### config.mk
export PLATFORM = sky130hd
export DESIGN_NAME = nibble_serial_add_ctrl
export DESIGN_NICKNAME = d
export VERILOG_FILES = /design/src/rtl/nibble_serial_add_ctrl.sv
export SDC_FILE = /design/constraint.sdc
export NUM_CORES = 1
export LEC_CHECK = 0
export CAP_MARGIN = 20
export CORE_UTILIZATION = 41
export DETAILED_ROUTE_END_ITERATION = 10
export PLACE_DENSITY = 0.75
export SYNTH_ARGS = -nofsm -noshare
export SYNTH_HDL_FRONTEND = slang
export SYNTH_SLANG_ARGS = --single-unit
### constraint.sdc
create_clock -name clk -period 1.6 [get_ports clk]
set_clock_uncertainty 0.15 [all_clocks]
set_input_delay 0.32 -clock clk [delete_from_list [all_inputs] [get_ports clk]]
set_output_delay 0.32 -clock clk [all_outputs]
set_load 0.02 [all_outputs]
### src/rtl/nibble_serial_add_ctrl.sv
// ----------------------------------------------------------------------------
// nibble_serial_add_ctrl
//
// Purpose:
//   This block adds two WIDTH-bit operands using a single external 4-bit adder.
//   It processes one nibble per clock, starting with the least significant
//   nibble. On an accepted start it latches both operands and the carry-in.
//   It then steps through the NIB nibbles, sending each pair of operand
//   nibbles and the running carry to the adder. It captures the adder's sum
//   and carry-out on every step. After the last step it pulses done for one
//   cycle.
//
//   WIDTH must be a multiple of 4 and at least 8.
//
// Ports:
//   clk       in   1      clock, rising-edge
//   rst       in   1      synchronous, active-high reset (wins over start)
//   start     in   1      request, accepted only while idle
//   a, b      in   WIDTH  operands, sampled on an accepted start
//   cin       in   1      carry-in, sampled on an accepted start
//   busy      out  1      high while an operation is running or completing
//   done      out  1      one-cycle pulse, sum/cout are valid
//   sum       out  WIDTH  result, holds until the next accepted start
//   cout      out  1      final carry-out, holds like sum
//   add_a     out  4      to adder: current nibble of latched A (0 when not running)
//   add_b     out  4      to adder: current nibble of latched B (0 when not running)
//   add_cin   out  1      to adder: running carry (0 when not running)
//   add_sum   in   4      from adder: combinational nibble sum
//   add_cout  in   1      from adder: combinational carry-out
// ----------------------------------------------------------------------------
module nibble_serial_add_ctrl #(
    parameter int WIDTH = 16
) (
    input  logic             clk,
    input  logic             rst,
    input  logic             start,
    input  logic [WIDTH-1:0] a,
    input  logic [WIDTH-1:0] b,
    input  logic             cin,
    output logic             busy,
    output logic             done,
    output logic [WIDTH-1:0] sum,
    output logic             cout,
    output logic [3:0]       add_a,
    output logic [3:0]       add_b,
    output logic             add_cin,
    input  logic [3:0]       add_sum,
    input  logic             add_cout
);

    localparam int NIB   = WIDTH / 4;
    localparam int IDX_W = $clog2(NIB);

    typedef enum logic [1:0] {
        IDLE = 2'd0,
        RUN  = 2'd1,
        DONE = 2'd2
    } state_t;

    state_t state;
    state_t state_nxt;

    // Operands and the result are held as nibble arrays so that the step
    // index selects a nibble directly.
    logic [NIB-1:0][3:0] a_nib;
    logic [NIB-1:0][3:0] b_nib;
    logic [NIB-1:0][3:0] sum_nib;
    logic                carry;
    logic                cout_r;
    logic [IDX_W-1:0]    idx;
    logic                last_step;

    assign last_step = (idx == IDX_W'(NIB - 1));

    // ------------------------------------------------------------------
    // State register
    // ------------------------------------------------------------------
    always_ff @(posedge clk) begin
        if (rst) begin
            state <= IDLE;
        end else begin
            state <= state_nxt;
        end
    end

    // ------------------------------------------------------------------
    // Next-state logic
    // ------------------------------------------------------------------
    always_comb begin
        state_nxt = state;
        case (state)
            IDLE: begin
                if (start) begin
                    state_nxt = RUN;
                end
            end
            RUN: begin
                if (last_step) begin
                    state_nxt = DONE;
                end
            end
            DONE: begin
                state_nxt = IDLE;
            end
            default: begin
                state_nxt = IDLE;
            end
        endcase
    end

    // ------------------------------------------------------------------
    // Step counter, carry chain and result capture
    // ------------------------------------------------------------------
    always_ff @(posedge clk) begin
        if (rst) begin
            idx     <= '0;
            carry   <= 1'b0;
            sum_nib <= '0;
            cout_r  <= 1'b0;
        end else begin
            case (state)
                IDLE: begin
                    if (start) begin
                        idx     <= '0;
                        carry   <= cin;
                        sum_nib <= '0;
                        cout_r  <= 1'b0;
                    end
                end
                RUN: begin
                    sum_nib[idx] <= add_sum;
                    carry        <= add_cout;
                    if (last_step) begin
                        // The counter stays on the last nibble; it is
                        // cleared again on the next accepted start.
                        cout_r <= add_cout;
                    end else begin
                        idx <= idx + 1'b1;
                    end
                end
                default: begin
                end
            endcase
        end
    end

    // The operand latches are pure data and are not reset. They are only
    // read while RUN, and RUN is always entered through a fresh load.
    always_ff @(posedge clk) begin
        if (state == IDLE && start) begin
            a_nib <= a;
            b_nib <= b;
        end
    end

    // ------------------------------------------------------------------
    // Outputs
    // ------------------------------------------------------------------
    // The adder inputs are forced to zero outside RUN. This stops the
    // shared adder from seeing stale operands.
    always_comb begin
        add_a   = 4'd0;
        add_b   = 4'd0;
        add_cin = 1'b0;
        if (state == RUN) begin
            add_a   = a_nib[idx];
            add_b   = b_nib[idx];
            add_cin = carry;
        end
    end

    assign busy = (state != IDLE);
    assign done = (state == DONE);
    assign sum  = sum_nib;
    assign cout = cout_r;

endmodule
=== Word level (Yosys, flattened, before mapping) ===
Index checks and enable logic that the tools add are counted.

* $lt $le $gt $ge: 2
* Reduce and logical (&&, ||, !) cells: 9
* Multiplexer cells: 23
* $add $sub $neg: 1
* Equal/unequal tests: 6

{| class="wikitable"
|+ Operators by type and width
! operator !! count
|-
| case mux 16 bit (2 select lines) || 1
|-
| 2-to-1 mux 4 bit || 5
|-
| binary-select mux 4 bit (select 2 bit) || 2
|-
| bitwise mux 16 bit || 1
|-
| 2-to-1 mux 16 bit || 1
|-
| demux 4 bit (select 2 bit) || 1
|-
| 2-to-1 mux 2 bit || 4
|-
| case mux 2 bit (2 select lines) || 2
|-
| inequality test 2 bit, second input constant || 3
|-
| AND reduction 3 bit || 2
|-
| == test 2 bit, second input constant || 2
|-
| 2-to-1 mux 1 bit || 4
|-
| case mux 1 bit (2 select lines) || 2
|-
| AND reduction 2 bit || 2
|-
| nonzero test 2 bit || 2
|-
| < comparator 2 x 3 -> 1 bit, second input constant || 1
|-
| adder 2 x 1 -> 2 bit, second input constant || 1
|-
| == test 2 x 1 -> 1 bit, second input constant || 1
|-
| >= comparator 2 x 1 -> 1 bit, second input constant || 1
|-
| logical AND 1 bit || 2
|-
| logical NOT 2 bit || 1
|}

* Flip-flop bits (word level): 54
* Bits of input ports: 41
* Logic and storage cells: 57
* Output and inout port bits: 28

=== Logic depth before layout (Yosys ltp) ===
Gate-level depths: netlist of the first run.

* Word-level depth: 6
* Depth in mapped cells: 6

=== Worst setup path after synthesis of the first run ===
OpenSTA, ideal clock, no wires.

* Path type: register to output
* Start: reg idx[0]
* End: out add_a[0]
* Arrival: 1.364 ns
* Data required time: 1.130 ns
* Stages on the path, launching flop included: 4
* Setup slack: -0.234 ns
* Buffers on the path: 1
* Path through: dfxtp_1 -> buf_2 -> mux4_2 -> and2_1

* Cells in the longest elaborated chain, start to end: 3

{| class="wikitable"
|+ RTL lines
! element !! RTL line !! text
|-
| start: declaration || 70 || <nowiki>logic [IDX_W-1:0] idx;</nowiki>
|-
| start signal: assignment || 138 || <nowiki>idx <= idx + 1'b1;</nowiki>
|-
| binary-select mux 4 bit (select 2 bit) || 166 || <nowiki>add_a = a_nib[idx];</nowiki>
|-
| 2-to-1 mux 4 bit (not written as such) || 166 ||
|-
| 2-to-1 mux 4 bit || 165 || <nowiki>if (state == RUN) begin</nowiki>
|-
| end: declaration || 44 || <nowiki>output logic [3:0] add_a,</nowiki>
|}

No other way between the ends. The select of a mux whose other input is x is not followed.

=== Worst setup path in the final report of the first run ===
* Start: reg idx[0]
* End: out add_b[0]

* Cells in the longest elaborated chain, start to end: 3

{| class="wikitable"
|+ RTL lines
! element !! RTL line !! text
|-
| binary-select mux 4 bit (select 2 bit) || 167 || <nowiki>add_b = b_nib[idx];</nowiki>
|-
| 2-to-1 mux 4 bit (not written as such) || 167 ||
|-
| 2-to-1 mux 4 bit || 165 ||
|-
| end: declaration || 45 || <nowiki>output logic [3:0] add_b,</nowiki>
|}

No other way between the ends. The select of a mux whose other input is x is not followed.

==> results of run 1 <==
## cells in the mapped netlist
cell type	instances
sky130_fd_sc_hd__edfxtp_1	32
sky130_fd_sc_hd__dfxtp_1	22
sky130_fd_sc_hd__inv_1	16
sky130_fd_sc_hd__o32ai_1	13
sky130_fd_sc_hd__and2_1	9
sky130_fd_sc_hd__mux4_2	8
sky130_fd_sc_hd__nand2b_1	6
sky130_fd_sc_hd__clkbuf_1	5
sky130_fd_sc_hd__ha_1	5
sky130_fd_sc_hd__a21oi_1	4
sky130_fd_sc_hd__a22o_1	4
sky130_fd_sc_hd__nand2_1	4
sky130_fd_sc_hd__nand3b_1	3
sky130_fd_sc_hd__buf_2	2
sky130_fd_sc_hd__nand3_1	2
sky130_fd_sc_hd__a22oi_1	1
sky130_fd_sc_hd__buf_6	1
sky130_fd_sc_hd__clkinv_2	1
sky130_fd_sc_hd__mux2_2	1
sky130_fd_sc_hd__nor2_1	1
sky130_fd_sc_hd__nor2b_1	1
sky130_fd_sc_hd__nor3b_1	1
sky130_fd_sc_hd__nor4b_2	1
sky130_fd_sc_hd__o211ai_1	1
sky130_fd_sc_hd__o31ai_1	1
sky130_fd_sc_hd__or2_2	1
sky130_fd_sc_hd__or3_1	1
sky130_fd_sc_hd__or3b_1	1
sky130_fd_sc_hd__or3b_4	1
## cell families after synthesis
family,after synthesis,synth area share (%)
fa+ha+maj,5,2.90
simple gates,32,9.57
flops,54,64.9
mux,9,8.87
compound gates,24,8.87
buf+inv,25,4.87
## cell type report
cell class | instances | area, um2
clock buffer | 6 | 72.6
clock inverter | 2 | 8.76
fill | 366 | 1510
inverter | 17 | 78.8
multi-input combinational | 70 | 856
sequential | 54 | 1410
tap | 70 | 87.6
timing repair buffer | 102 | 1030
timing repair inverter | 2 | 25.0
## per-layer routing
metal  global-route usage, %  wire length [um]
met1                    20.6              1920
met4                    6.29                78
met5                       0                 0
met2                    32.9              2720
met3                    4.47               312
## worst max-delay path: stages (launching register included)
cell                      delay (ns)
sky130_fd_sc_hd__dfxtp_4        0.38
sky130_fd_sc_hd__buf_6          0.13
sky130_fd_sc_hd__mux4_2         0.49
sky130_fd_sc_hd__and2_4         0.15
sky130_fd_sc_hd__buf_6          0.12
## flip-flops by register name, indices dropped and copies added, names as in the netlist
register  flops
a_nib        16
state         2
idx           2
sum          16
b_nib        16
cout          1
carry         1
## worst paths after layout
check              to  cells after the start  slack [ns]
max          add_b[0]                      4       -0.44
max reg2reg    idx[0]                      7       -0.39
min reg2reg     carry                      2        0.33
min             carry                      2        0.33
## through the flow
| step | cell area [um2] | total power [uW] | setup slack [ns] |
|---|---|---|---|
| after floorplan | 2190 | 1820 | -0.0841 |
| after global placement | 3070 | 2020 | -0.715 |
| after detailed placement | 3070 | 2030 | -0.729 |
| after CTS | 3320 | 2800 | -0.443 |
| after global routing | 3560 | 2970 | -0.505 |
| final | 3560 | 2860 | -0.439 |
## repair_timing
item	in CTS	in global routing
resized for setup	103	36
cloned	1	1
pin swaps	8	17
setup buffers	6	9
hold buffers	0	0
setup endpoints to repair	76	48
## power by group
group	switching (uW)	leakage [uW]	internal (uW)
Clock	414	0.0000388	301
Combinational	246	0.000844	329
Sequential	23.7	0.000486	1550
==> results.txt, run 1 <==
----------------------------------------------------
[Setup path]
  Source of the critical timing path ... idx[0]
  Worst r2r src ... idx[0]
  Setup CP Type ... flop to primary output
  Required time at the endpoint of the critical path ... 1.13 ns
  Biggest fanout along the worst timing path ... 4
  Element type at the critical path end ... primary output
  Worst path arrival time ... 1.57 ns
  Startpoint type of the worst setup path ... flop

[Floorplanning]
  Standard-cell rows ... 26
  Die outline height ... 74.6 um
  Initial Util ... 42.5%
  Total Die Area ... 5560 um2
  Chip width ... 74.6 um
  Top-level I/O count ... 69
  Core Box Area ... 5070 um2

[GRT]
  Initial antenna violation count ... 0
  GRT Residual Overflow ... 0
  Largest net degree at the start of global routing ... 18
  First-pass GRT wire length ... 7.18 mm
  Global router's overall resource usage ... 18.1%
  Via count of the first global-routing pass ... 1589

[Logic synthesis]
  Top-area cell type share of the netlist area ... 44.5%
  Mapped cell area ... 2160 um2
  Number of flip-flops and latches in the synthesized netlist ... 54
  Post-synthesis cell type count ... 29
  Gate count after technology mapping ... 149
  Synth top area cells ... sky130_fd_sc_hd__edfxtp_1 45%, sky130_fd_sc_hd__dfxtp_1 20%, sky130_fd_sc_hd__mux4_2 8.3%
  Post-Syn Nets ... 195
  Number of synthesis warnings ... 0
  Most area-hungry cell type in the Yosys netlist ... sky130_fd_sc_hd__edfxtp_1
  Sequential fraction of the synthesis area ... 64.9%
  Average instance area after synthesis ... 14.5 um2

[Clock network]
  Number of clock buffers inserted by TritonCTS ... 5
  Clock latency on the worst-skew pair ... 0.30 ns
  TritonCTS clock tree ... done
  Root buffer cell ... sky130_fd_sc_hd__clkbuf_8
  Count of clock tree sinks ... 54
  CTS H-tree depth ... 2
  Clock transition at the registers of the reported paths ... 0.09 ns
  Number of buffers on the longest clock path ... 2

[Route]
  Number of detailed-routing iterations run before antenna repair ... 4
  Final WL ... 5.03 mm
  Number of routed nets with antenna violations ... 0
  Ratio of routed vias to standard cells ... 4.93
  DRC Markers ... 0
  Violation count after the first detailed-route iteration ... 54
  Detail-routed net length per standard cell ... 15.6 um
  Vias after detailed routing ... 1593

[Finish]
  Synthesis-to-finish area growth ... 65.1%
  Antenna diode instance count ... 0
  Final core utilization ... 70.2%
  Post-Layout Cell Count ... 323
  Most common cell after layout, fill and taps aside ... sky130_fd_sc_hd__clkdlybuf4s50_1
  Share of cells above drive strength 1 ... 42.3%
  Nets@finish ... 298
  Most frequent cells in the layout ... 39 x sky130_fd_sc_hd__clkdlybuf4s50_1, 32 x sky130_fd_sc_hd__edfxtp_1, 21 x sky130_fd_sc_hd__buf_4

[Place]
  GP Congestion ... 0.774
  Estimated wirelength of the detail-placed design ... 3.15 mm
  Inst Count DP ... 299
  I/O Buffers ... 68

[Timing]
  Post-route clock period utilization ... 127%
  Fin. Hold Viols ... 0
  Least setup slack across all paths after layout ... -0.439 ns
  Total negative slack ... -6.43 ns
  Unrepaired setup endpoints after global routing ... true
  Maximum clock rate ... 0.490 GHz
  Smallest hold slack ... 0.326 ns
  Slew at the pin with the worst max-slew slack ... 0.223 ns
  Total setup violations reported at the end of the flow ... 29
  Final number of max-transition violations ... 0
  Slew Limit Headroom ... 85.1%
  Period minus WS final ... 2.04 ns

[Power]
  Worst vdd rail ir drop ... 0.642 mV
  Cell Pwr Density ... 803 nW/um2
  Leakage power ... 0.00137 uW

[Hold path]
  Worst Hold Launch ... carry
  Class of the tightest hold or removal check ... flop to flop

[Run]
  Count of max-cap constraint violations ... 0

[Status]
  Violations in the final reports ... negative setup slack
  Run status ... finished, violations left

----------------------------------------------------
Note: power is estimated with default switching activity, not from simulation.
==> run 2: changes to the inputs <==
GPL_ROUTABILITY_DRIVEN = 0   (was unset)
RECOVER_POWER = 25   (was unset)
==> run 2 against run 1 <==
The run still ends with negative setup slack left. Highest routed layer unchanged. Core utilization did not move. Global-route usage unchanged. Clock power barely moved. Sequential share of layout area stayed put. Maximum frequency about the same. Final cell count unchanged. Critical endpoint unchanged. Critical path depth is the same. Critical path type unchanged. Sequential power about the same.
==> results.txt, run 2 (synthesis results as in run 1) <==
----------------------------------------------------
[Setup path]
  Setup CP Type ... flop to primary output (unchanged)
  Required time at the endpoint of the critical path ... 1.13 ns (about the same)
  Source of the critical timing path ... idx[0] (unchanged)
  Worst path arrival time ... 1.57 ns (about the same)
  Register-to-register path setup slack ... -0.39 ns (about the same)
  Element type at the critical path end ... primary output (unchanged)
  Biggest fanout along the worst timing path ... 4 (unchanged)
  Startpoint type of the worst setup path ... flop (unchanged)
  R2R cell count ... 7 (unchanged)
  Worst r2r src ... idx[0] (unchanged)
  Capture point of the critical path ... add_b[0] (unchanged)
  Destination of the worst register-to-register timing path ... idx[0] (unchanged)

[Status]
  Run status ... finished, violations left (unchanged)
  Violations in the final reports ... negative setup slack (unchanged)

[Power]
  Leakage power ... 0.00137 uW (about the same)
  Power Total ... 2850 uW (was 2860 uW)
  Worst vdd rail ir drop ... 0.642 mV (about the same)
  Cell Pwr Density ... 801 nW/um2 (was 803 nW/um2)

[Finish]
  Share of cells above drive strength 1 ... 42.3% (unchanged)
  Most frequent cells in the layout ... 32 x sky130_fd_sc_hd__edfxtp_1, 21 x sky130_fd_sc_hd__buf_4, 20 x sky130_fd_sc_hd__clkdlybuf4s50_1 (was 39 x sky130_fd_sc_hd__clkdlybuf4s50_1, 32 x sky130_fd_sc_hd__edfxtp_1, 21 x sky130_fd_sc_hd__buf_4)
  Most common cell after layout, fill and taps aside ... sky130_fd_sc_hd__edfxtp_1 (was sky130_fd_sc_hd__clkdlybuf4s50_1)
  Antenna diode instance count ... 0 (unchanged)
  Final core utilization ... 70.2% (unchanged)
  Synthesis-to-finish area growth ... 65.1% (unchanged)
  Nets@finish ... 298 (unchanged)
  Post-route cell area ... 3560 um2 (unchanged)
  Post-Layout Cell Count ... 323 (unchanged)

[Timing]
  Maximum clock rate ... 0.490 GHz (about the same)
  Unrepaired setup endpoints after global routing ... true (unchanged)
  Final number of max-transition violations ... 0 (unchanged)
  Fin. Hold Viols ... 0 (unchanged)
  Slew at the pin with the worst max-slew slack ... 0.223 ns (unchanged)
  Period minus WS final ... 2.04 ns (about the same)
  Slew Limit Headroom ... 85.1% (unchanged)
  Least setup slack across all paths after layout ... -0.439 ns (about the same)
  Post-route clock period utilization ... 127% (about the same)
  Total setup violations reported at the end of the flow ... 29 (unchanged)

[Floorplanning]
  Initial Util ... 42.5% (unchanged)
  Total Die Area ... 5560 um2 (unchanged)
  Die outline height ... 74.6 um (unchanged)
  Top-level I/O count ... 69 (unchanged)
  Chip width ... 74.6 um (unchanged)
  Standard-cell rows ... 26 (unchanged)
  Core Box Area ... 5070 um2 (unchanged)

[Clock network]
  Root buffer cell ... sky130_fd_sc_hd__clkbuf_8 (unchanged)
  Clock latency on the worst-skew pair ... 0.30 ns (about the same)
  Number of buffers on the longest clock path ... 2 (unchanged)
  Count of clock tree sinks ... 54 (unchanged)
  Clock transition at the registers of the reported paths ... 0.09 ns (about the same)
  CTS H-tree depth ... 2 (unchanged)
  TritonCTS clock tree ... done (unchanged)
  Number of clock buffers inserted by TritonCTS ... 5 (unchanged)

[Route]
  DRC Markers ... 0 (unchanged)
  Number of routed nets with antenna violations ... 0 (unchanged)
  Vias after detailed routing ... 1593 (unchanged)
  Final WL ... 5.03 mm (about the same)
  Ratio of routed vias to standard cells ... 4.93 (unchanged)
  Number of detailed-routing iterations run before antenna repair ... 4 (unchanged)
  Violation count after the first detailed-route iteration ... 51 (was 54)
  Detail-routed net length per standard cell ... 15.6 um (about the same)

[Place]
  I/O Buffers ... 68 (unchanged)
  Post-place instance area ... 3070 um2 (unchanged)
  Estimated wirelength of the detail-placed design ... 3.15 mm (unchanged)
  Inst Count DP ... 299 (unchanged)

[GRT]
  GRT Residual Overflow ... 0 (unchanged)
  Initial antenna violation count ... 0 (unchanged)
  Largest net degree at the start of global routing ... 18 (unchanged)
  Via count of the first global-routing pass ... 1589 (unchanged)
  Global router's overall resource usage ... 18.1% (unchanged)
  First-pass GRT wire length ... 7.18 mm (unchanged)

[Run]
  Count of max-cap constraint violations ... 0 (unchanged)

[Hold path]
  Class of the tightest hold or removal check ... flop to flop (unchanged)

----------------------------------------------------
## run 2: where the power goes
part	internal (uW)	switching (uW)
sequential	1550	23.7
combinational	320	246
clock	301	415
## run 2: critical path: stages, from the launching register on
cell and delay [ns]:
sky130_fd_sc_hd__dfxtp_4 0.38, sky130_fd_sc_hd__buf_6 0.13, sky130_fd_sc_hd__mux4_2 0.49, sky130_fd_sc_hd__and2_4 0.15, sky130_fd_sc_hd__buf_6 0.12
## run 2: layout make-up
class,count,area (um2)
fillers,366,1510
flip-flops and latches,54,1410
well taps,70,87.6
clock inverters,2,8.76
repair buffers,102,1030
clock buffers,6,72.6
repair inverters,2,25.0
inverters,17,78.8
multi-input cells,70,856
## run 2: through the flow
stage,setup TNS [ns],worst slack (ns),hold slack [ns]
3_3_place_gp,-22.16,-0.715,0.296
5_1_grt,-8.16,-0.505,0.359
4_1_cts,-4.20,-0.443,0.317
6_report,-6.43,-0.439,0.326
3_5_place_dp,-23.02,-0.729,0.304
2_1_floorplan,-0.366,-0.0841,0.269
## run 2: worst min path at each step
stage | start | to | slack, ns | depth (start not counted)
floorplan | a[0] | a_nib[0] | 0.27 | 0
CTS | carry | carry | 0.32 | 2
global route | carry | carry | 0.36 | 2
global placement | carry | carry | 0.30 | 2
detailed placement | carry | carry | 0.30 | 2
finish | carry | carry | 0.33 | 2
## run 2: timing repair
| item | in CTS | in global routing |
|---|---|---|
| pin swaps | 8 | 17 |
| hold buffers | 0 | 0 |
| hold endpoints to repair | 0 | 0 |
| buffers inserted | 6 | 9 |
| setup endpoints to repair | 76 | 48 |
| cloned | 1 | 1 |
| gates resized for setup | 103 | 36 |
## run 2: metal layers
layer,up-vias,wire length (um),GRT usage (%)
met5,-,0,0
met4,0,78,6.29
met3,8,310,4.47
met2,66,2720,32.9
met1,760,1920,20.6
li1,759,-,-
==> run 3: changes to the inputs <==
CTS_CLUSTER_DIAMETER = 50   (was unset)
SLEW_MARGIN = 10   (was unset)
==> results of run 3 <==
Same layout as run 2: the final DEF is identical, and so are final timing and power.
